[src/rtl/seven_seg_scanner.sv]
// Time-multiplexed scanner that feeds one shared BCD-to-7-segment decoder and drives NDIG
// common-anode digits. It adds a blanking gap at the start of each slot, optional
// leading-zero suppression, and display data that changes only at frame boundaries.
module seven_seg_scanner #(
  parameter int NDIG         = 4,
  parameter int TICK_DIV     = 100000,
  parameter int BLANK_CYCLES = 500
) (
  input  logic              clk,
  input  logic              rst,
  input  logic              en,
  input  logic              load,
  input  logic [4*NDIG-1:0] bcd_in,
  input  logic [NDIG-1:0]   dp_in,
  input  logic              lz_blank,
  output logic [3:0]        bcd_out,
  output logic              dp_n,
  output logic [NDIG-1:0]   anode_n,
  output logic              frame_done
);

  localparam int CW = $clog2(TICK_DIV);
  localparam int DW = (NDIG > 1) ? $clog2(NDIG) : 1;

  typedef enum logic {
    BLANK = 1'b0,
    SHOW  = 1'b1
  } phase_e;

  phase_e                 phase_q, phase_d;
  logic                   run_q, run_d;
  logic [CW-1:0]          cnt_q, cnt_d;
  logic [DW-1:0]          dig_q, dig_d;
  logic [NDIG-1:0][3:0]   pend_bcd_q, pend_bcd_d;
  logic [NDIG-1:0]        pend_dp_q, pend_dp_d;
  logic                   pend_valid_q, pend_valid_d;
  logic [NDIG-1:0][3:0]   disp_bcd_q, disp_bcd_d;
  logic [NDIG-1:0]        disp_dp_q, disp_dp_d;
  logic [3:0]             bcd_out_q, bcd_out_d;
  logic                   dp_n_q, dp_n_d;
  logic [NDIG-1:0]        anode_n_q, anode_n_d;
  logic                   frame_done_q, frame_done_d;

  logic                   boundary;
  logic                   zero_above;
  logic [NDIG-1:0]        supp;
  logic                   lit;

  // Slot/digit sequencing and buffer management.
  always_comb begin
    run_d        = run_q;
    cnt_d        = cnt_q;
    dig_d        = dig_q;
    pend_bcd_d   = pend_bcd_q;
    pend_dp_d    = pend_dp_q;
    pend_valid_d = pend_valid_q;
    disp_bcd_d   = disp_bcd_q;
    disp_dp_d    = disp_dp_q;
    frame_done_d = 1'b0;
    boundary     = 1'b0;

    if (!en) begin
      run_d        = 1'b0;
      cnt_d        = '0;
      dig_d        = '0;
      pend_valid_d = 1'b0;
      if (load) begin
        disp_bcd_d = bcd_in;
        disp_dp_d  = dp_in;
      end else if (pend_valid_q) begin
        disp_bcd_d = pend_bcd_q;
        disp_dp_d  = pend_dp_q;
      end
    end else begin
      run_d = 1'b1;
      // The first enabled edge after idle is itself a frame start.
      if (!run_q) begin
        cnt_d    = '0;
        dig_d    = '0;
        boundary = 1'b1;
      end else if (cnt_q == CW'(TICK_DIV - 1)) begin
        cnt_d = '0;
        if (dig_q == DW'(NDIG - 1)) begin
          dig_d    = '0;
          boundary = 1'b1;
        end else begin
          dig_d = dig_q + 1'b1;
        end
      end else begin
        cnt_d = cnt_q + 1'b1;
      end

      if (boundary) begin
        frame_done_d = 1'b1;
        pend_valid_d = 1'b0;
        if (load) begin
          disp_bcd_d = bcd_in;
          disp_dp_d  = dp_in;
        end else if (pend_valid_q) begin
          disp_bcd_d = pend_bcd_q;
          disp_dp_d  = pend_dp_q;
        end
      end else if (load) begin
        pend_bcd_d   = bcd_in;
        pend_dp_d    = dp_in;
        pend_valid_d = 1'b1;
      end
    end
  end

  // Phase FSM next state follows the slot counter position.
  always_comb begin
    phase_d = (cnt_d >= CW'(BLANK_CYCLES)) ? SHOW : BLANK;
  end

  // Digit i>0 is suppressed when it and every more significant digit are zero.
  always_comb begin
    zero_above = lz_blank;
    supp       = '0;
    for (int i = NDIG - 1; i > 0; i--) begin
      zero_above = zero_above & (disp_bcd_d[i] == 4'd0);
      supp[i]    = zero_above;
    end
  end

  // Outputs are registered from next-state values so they line up with cnt/dig.
  always_comb begin
    lit       = run_d && (phase_d == SHOW) && !supp[dig_d];
    bcd_out_d = disp_bcd_d[dig_d];
    anode_n_d = '1;
    if (lit) begin
      anode_n_d[dig_d] = 1'b0;
    end
    dp_n_d = !(lit && disp_dp_d[dig_d]);
  end

  always_ff @(posedge clk) begin
    if (rst) begin
      phase_q      <= BLANK;
      run_q        <= 1'b0;
      cnt_q        <= '0;
      dig_q        <= '0;
      pend_bcd_q   <= '0;
      pend_dp_q    <= '0;
      pend_valid_q <= 1'b0;
      disp_bcd_q   <= '0;
      disp_dp_q    <= '0;
      bcd_out_q    <= 4'd0;
      dp_n_q       <= 1'b1;
      anode_n_q    <= '1;
      frame_done_q <= 1'b0;
    end else begin
      phase_q      <= phase_d;
      run_q        <= run_d;
      cnt_q        <= cnt_d;
      dig_q        <= dig_d;
      pend_bcd_q   <= pend_bcd_d;
      pend_dp_q    <= pend_dp_d;
      pend_valid_q <= pend_valid_d;
      disp_bcd_q   <= disp_bcd_d;
      disp_dp_q    <= disp_dp_d;
      bcd_out_q    <= bcd_out_d;
      dp_n_q       <= dp_n_d;
      anode_n_q    <= anode_n_d;
      frame_done_q <= frame_done_d;
    end
  end

  assign bcd_out    = bcd_out_q;
  assign dp_n       = dp_n_q;
  assign anode_n    = anode_n_q;
  assign frame_done = frame_done_q;

endmodule
[config.mk]
export PLATFORM = sky130hd
export DESIGN_NAME = seven_seg_scanner
export DESIGN_NICKNAME = d
export VERILOG_FILES = /design/src/rtl/seven_seg_scanner.sv
export SDC_FILE = /design/constraint.sdc
export NUM_CORES = 1
export LEC_CHECK = 0
export CORE_MARGIN = 2
export CORE_UTILIZATION = 45
export CTS_CLUSTER_SIZE = 14
export DETAILED_ROUTE_END_ITERATION = 8
export GPL_ROUTABILITY_DRIVEN = 1
export MAX_ROUTING_LAYER = met4
export PLACE_DENSITY = 0.64
export SYNTH_ARGS = -nofsm -noshare
export SYNTH_HDL_FRONTEND = slang
export SYNTH_SLANG_ARGS = --single-unit
[constraint.sdc]
create_clock -name clk -period 8.5 [get_ports clk]
set_clock_uncertainty 0.1 [all_clocks]
set_input_delay 1.275 -clock clk [delete_from_list [all_inputs] [get_ports clk]]
set_output_delay 1.275 -clock clk [all_outputs]
set_load 0.1 [all_outputs]
==> flow_metrics.tcl, run 1 <==
set metrics [dict create \
    status "finished, final reports clean" \
    multiInputGateArea_um2 2260 \
    cts_max_path_buffers 2 \
    criticalPathCategory "in2reg" \
    cap_violations 0 \
    r2r_start "cnt_q[0]$_SDFF_PP0_" \
    seqPwrFrac_pct 42.9 \
    diodes 0 \
    syn_area_per_cell_um2 8.46 \
    post-dp-hpwl_um 6430 \
    ys_seq_elements 71 \
    first_global_vias 3298 \
    cp_slowest_stage_delay_ns 0.55 \
    final_nets 500 \
    crit_top_cell "nand2_1" \
    crit_required_ns 8.68 \
    grt-ovfl-total 0 \
    grtUsageTotal_pct 22.1 \
    arrival_ns 4.00 \
    power_density_nw_per_um2 182 \
    wirelength_um 9480 \
    antenna_found_initial 0 \
    synth-edff-count 0 \
    die_area_um2 9330 \
    routedWlPerCell_um 16.3 \
    final_cell_mix "dfxtp_1, nor2_1, mux2i_1, clkdlybuf4s50_1, o22ai_1" \
    grt_pass1_wl_um 15600 \
    drive_above_1_share_pct 9.21 \
    hold_viol_final 0 \
    startpoint "en" \
    synth_area_um2 3860 \
    via_per_inst 5.83 \
    path_delay_family "simple AND/OR/NAND/NOR gates" \
    worstHoldStart "cnt_q[0]$_SDFF_PP0_" \
    path_cells "clkdlybuf4s50_1, nand2_1, or3_1, mux2i_1, nand2_1, nor4_1, a22oi_1, o211ai_1" \
    io-pin-count 35 \
    synth_cell_types 57 \
    critPathLaunchType "input port" \
    die_h_um 96.6 \
    setup_violations 0 \
    root_buffer "clkbuf_8" \
    worst_pin_slew_ns 0.967 \
    switching_share_pct 24.3 \
    drt_iter0_drc 218 \
    ys.flop_type "dfxtp_1" \
    cts_buffers 9 \
    worstPathMaxFanout 16 \
    area_delta_synth_final_pct 16.4 \
    clock-sinks 71 \
    final_common_cell "dfxtp_1" \
    worstSkewPairLatency_ns 0.35 \
    h-tree-depth 3 \
    nFillCells 805 \
    num_rows 33 \
    ir_worst_vdd_mv 0.106 \
    dieWidth_um 96.6 \
    num_vias 3401 \
    cts_setup_buffers 0 \
    synthArstFlopShare_pct 0 \
    maxSlewViolCount 0 \
    final.setup.tns_ns 0 \
    start_util_pct 46.7 \
    postLayoutCoreUtil_pct 54.4 \
    fin_crit_sh_pct 45.0 \
    leakagePower_nw 1.56 \
    synthCells 456 \
    slew_headroom_pct 35.3 \
    cts_tree "built" \
    clkTransAtPathRegs_ns 0.08 \
    cts_hold_buf 0 \
    cts_resized 0 \
    comb_power_share_pct 12.6 \
    power.switching_mw 0.199 \
    min_path_type "reg2reg" \
    slowest_stage "clkdlybuf4s50_1" \
    worst_setup_path_end_kind "flop" \
    portBuffers 34 \
    dr.pass1.iters 5 \
    drcViolationCount 0 \
    ant_nets 0 \
    ys.warnings.count 0 \
    fmax_ghz 0.261 \
    rsz0062_at_grt "false" \
    grt_max_degree 49 \
    p_int_mw 0.620 \
    coreArea_um2 8260 \
    clkPwrFrac_pct 44.5 \
    ys_seq_area_share_pct 36.8 \
    path_buf_inv 1 \
    synth_nets 483 \
    period_minus_slack_ns 3.83 \
    regArea_um2 1420 \
    routabilityCongestion 0.904 \
]
-- registers in the layout (all words and copies together), names as in the netlist --
name and flops:
dp_n 1, dig_q 2, pend_dp_q 4, frame_done 1
bcd_out 4, cnt_q 17, run_q 1, pend_valid_q 1
anode_n 4, disp_dp_q 4, pend_bcd_q 16, disp_bcd_q 16
-- Yosys cell counts, types with 2 or more instances --
| library cell | number | area (µm²) |
|---|---|---|
| nand3_1 | 7 | 35.0 |
| and2_1 | 3 | 18.8 |
| and4_1 | 3 | 26.3 |
| or3_1 | 5 | 31.3 |
| mux2_2 | 10 | 113 |
| a21bo_2 | 2 | 20.0 |
| a31oi_1 | 4 | 25.0 |
| and3_1 | 6 | 37.5 |
| o22ai_1 | 31 | 194 |
| a211oi_1 | 2 | 15.0 |
| a21o_1 | 7 | 52.6 |
| nor3b_1 | 2 | 15.0 |
| nand2_1 | 28 | 105 |
| o31ai_1 | 2 | 15.0 |
| buf_1 | 4 | 15.0 |
| clkbuf_1 | 22 | 82.6 |
| a221oi_1 | 3 | 26.3 |
| dfxtp_1 | 71 | 1420 |
| mux2i_1 | 44 | 440 |
| xnor2_1 | 6 | 52.6 |
| a21oi_1 | 24 | 120 |
| nor2_1 | 63 | 236 |
| nand2b_1 | 6 | 37.5 |
| o2111ai_1 | 2 | 17.5 |
| xor2_1 | 9 | 78.8 |
| buf_6 | 2 | 22.5 |
| ha_1 | 2 | 25.0 |
| inv_1 | 9 | 33.8 |
| o21ai_0 | 11 | 55.1 |
| nor3_1 | 9 | 45.0 |
| o211ai_1 | 4 | 30.0 |
| nand4_1 | 10 | 62.6 |
| nor2b_1 | 13 | 81.3 |
| nor4_1 | 2 | 12.5 |
| buf_2 | 4 | 20.0 |
| a21boi_0 | 2 | 15.0 |
| a31o_2 | 2 | 17.5 |
-- worst reg2reg max path: cells and delay by family (launching register included) --
kind | cells | cell delay [ns]
adders and majority gates | 1 | 0.30
DFF | 1 | 0.42
AOI/OAI and AO/OA | 2 | 0.30
and+or+nand+nor | 4 | 1.28
muxes | 1 | 0.63
-- final timing paths --
check | endpoint | slack (ns) | cells after the start
worst max-delay path | dp_n$_SDFF_PP1_ | 4.67 | 8
worst min register to register | cnt_q[0]$_SDFF_PP0_ | 0.40 | 1
worst min-delay path | cnt_q[0]$_SDFF_PP0_ | 0.40 | 1
worst max register to register | dp_n$_SDFF_PP1_ | 5.40 | 8
-- power groups by stage --
stage	Sequential (mW)	Combinational, mW	Clock [mW]
floorplan	0.370	0.0583	0
global placement	0.358	0.100	0
detailed placement	0.359	0.102	0
CTS	0.351	0.103	0.371
global route	0.353	0.112	0.384
finish	0.351	0.103	0.365
-- layout make-up --
class | count | area share, %
Clock buffer | 11 | 3.15
Sequential cell | 71 | 31.6
Clock inverter | 5 | 2.87
Timing Repair Buffer | 39 | 8.41
Tap cell | 105 | 2.92
Inverter | 9 | 0.752
Multi-Input combinational cell | 343 | 50.3
-- stage by stage --
step	cell area (µm²)	power [mW]	instances	hold WS, ns	setup slack [ns]
floorplan	3860	0.428	456	0.348	5.30
global placement	4220	0.459	567	0.368	4.47
detailed placement	4220	0.461	567	0.379	4.34
CTS	4490	0.825	583	0.397	4.70
global route	4490	0.850	583	0.421	4.40
finish	4490	0.819	583	0.395	4.67
-- layer usage --
layer	vias up	global-route usage, %	share of wire [%]	wire length (µm)
met3	12	4.65	5.1	483
met4	0	6.69	1.4	130
li1	1680	-	-	-
met5	-	-	0	0
met1	1627	28.8	47	4480
met2	82	34.8	46	4390
-- cell families (layout without fill, tap and decap cells) --
logic type	after synthesis	count (layout)	share of synthesized area (%)
buf+inv	42	64	4.70
mux	54	54	14.3
xor+xnor	15	15	3.41
compound gates	105	105	17.9
fa+ha+maj	2	2	0.649
simple gates	167	167	22.2
flops	71	71	36.8
No activity file was read; power rests on OpenSTA's default activity.
==> run 2: changes to the inputs <==
- PLACE_DENSITY: 0.64 -> 0.66
- clock period: 8.5 -> 3.25 ns (I/O delays scaled with it)
==> run 2 against run 1 <==
  * Cell count is 1.5% higher
  * Clock power up 120%
  * Worst hold slack lost 0.00064 ns
  * Combinational power rose to 2.6 times the previous value
  * Count of clock-buffer cells in the layout shrank 1
  * Via count rose by 0.79%
  * Global-route usage decreased by 0.27 points
  * Power increased by 140%
  * Worst setup slack lost 4.4 ns
==> flow_metrics.tcl, run 2 (same netlist as run 1, synthesis figures left out) <==
set metrics [dict create \
    status "finished, final reports clean" \
    final_cell_mix "dfxtp_1, nor2_1, mux2i_1, o22ai_1, nand2_1" \
    drcViolationCount 0 \
    dieWidth_um 96.6 \
    cts_tree "built" \
    setup_violations 0 \
    grt-ovfl-total 0 \
    top_regs "cnt_q x17, disp_bcd_q x16, pend_bcd_q x16" \
    hold_viol_final 0 \
    path_depth 8 \
    final_nets 509 \
    switching_share_pct 26.4 \
    start_util_pct 46.7 \
    path_buf_inv 1 \
    num_rows 33 \
    met1Wirelength_um 4630 \
    seqPwrFrac_pct 46.1 \
    comb_power_share_pct 13.7 \
    p_int_mw 1.47 \
    grt_max_degree 48 \
    maxSlewViolCount 0 \
    via_per_inst 5.79 \
    post-dp-hpwl_um 6600 \
    antenna_found_initial 0 \
    grt_pass1_wl_um 15400 \
    power_density_nw_per_um2 443 \
    grtUsageTotal_pct 21.9 \
    slew_headroom_pct 65.9 \
    clkPwrFrac_pct 40.2 \
    critPathLaunchType "flop" \
    final.setup.tns_ns 0 \
    cts_buffers 9 \
    cp_slowest_stage_delay_ns 0.54 \
    holdPathStages 1 \
    postLayoutCoreUtil_pct 54.5 \
    h-tree-depth 3 \
    period_minus_slack_ns 2.95 \
    num_vias 3428 \
    criticalPathCategory "reg2reg" \
    portBuffers 34 \
    die_h_um 96.6 \
    ant_nets 0 \
    die_area_um2 9330 \
    cap_violations 0 \
    largest_register "cnt_q" \
    met2_length_um 4270 \
    top_layer_used "met4" \
    arrival_ns 3.12 \
    min_path_type "reg2reg" \
    crit_required_ns 3.42 \
    path_delay_family "simple AND/OR/NAND/NOR gates" \
    worst_setup_path_end_kind "flop" \
    cts_hold_buf 0 \
    worstPathMaxFanout 17 \
    area_delta_synth_final_pct 16.6 \
    drt_iter0_drc 196 \
    fmax_ghz 0.339 \
    dr_wl_met3_um 459 \
    nFillCells 800 \
    clock-sinks 71 \
    first_global_vias 3170 \
    multiInputGateArea_um2 2260 \
    wirelength_um 9530 \
    ir_worst_vdd_mv 0.375 \
    largest_reg_flops 17 \
    dr.pass1.iters 5 \
    ff2ff_path_depth 8 \
    cts_setup_buffers 0 \
    worstSkewPairLatency_ns 0.35 \
    fin_crit_sh_pct 90.7 \
    cts_max_path_buffers 2 \
    coreArea_um2 8260 \
    diodes 0 \
    root_buffer "clkbuf_8" \
    path_cells "ha_1, and4_1, nand4_1, nor3_2, buf_4, mux2_2, or4_1, o2111ai_1" \
    cts_resized 0 \
    final_common_cell "dfxtp_1" \
    power.switching_mw 0.525 \
    routabilityCongestion 0.915 \
    slowest_stage "or4_1" \
    regArea_um2 1420 \
    clkTransAtPathRegs_ns 0.08 \
    rsz0062_at_grt "false" \
    worst_pin_slew_ns 0.498 \
    drive_above_1_share_pct 13.1 \
    routedWlPerCell_um 16.1 \
    leakagePower_nw 1.59 \
    io-pin-count 35 \
]
-- run 2: metrics by stage --
stage                     worst slack, ns  hold WS [ns]  power (mW)  instance area (µm²)  instances
after CTS                           0.327         0.393        2.00                 4500        592
after detailed placement            0.363         0.375        1.21                 4280        576
final                               0.302         0.395        1.99                 4500        592
after floorplan                     0.470         0.348        1.12                 3860        456
after global routing               0.0518         0.433        2.07                 4500        592
after global placement              0.456         0.362        1.20                 4280        576
-- run 2: power by group through the flow --
stage	Combinational, mW	Clock (mW)	Sequential (mW)
after floorplan	0.152	0	0.967
after global placement	0.266	0	0.938
after detailed placement	0.268	0	0.939
after CTS	0.270	0.816	0.918
after global routing	0.296	0.849	0.922
final	0.272	0.800	0.919
-- run 2: layout make-up --
cell class,instances,area share (%)
clock buffer,10,3.06
timing repair buffer,48,9.62
sequential,71,31.6
multi-input combinational,343,50.2
tap,105,2.92
clock inverter,6,1.86
inverter,9,0.751
-- run 2: layer usage --
layer	GRT usage [%]	vias up
met3	4.50	19
met2	33.3	104
met4	7.39	0
met5	-	-
met1	29.1	1614
li1	-	1691
-- run 2: worst paths after layout --
check	start	to	slack [ns]
worst max-delay path	cnt_q[0]$_SDFF_PP0_	anode_n[2]$_SDFF_PP1_	0.30
worst min register to register	cnt_q[0]$_SDFF_PP0_	cnt_q[0]$_SDFF_PP0_	0.39
worst max register to register	cnt_q[0]$_SDFF_PP0_	anode_n[2]$_SDFF_PP1_	0.30
worst min-delay path	cnt_q[0]$_SDFF_PP0_	cnt_q[0]$_SDFF_PP0_	0.39
==> run 3: changes to the inputs <==
- GPL_ROUTABILITY_DRIVEN: 1 -> default
==> results of run 3 <==
Final layout, timing and power as in run 2 (identical DEF).
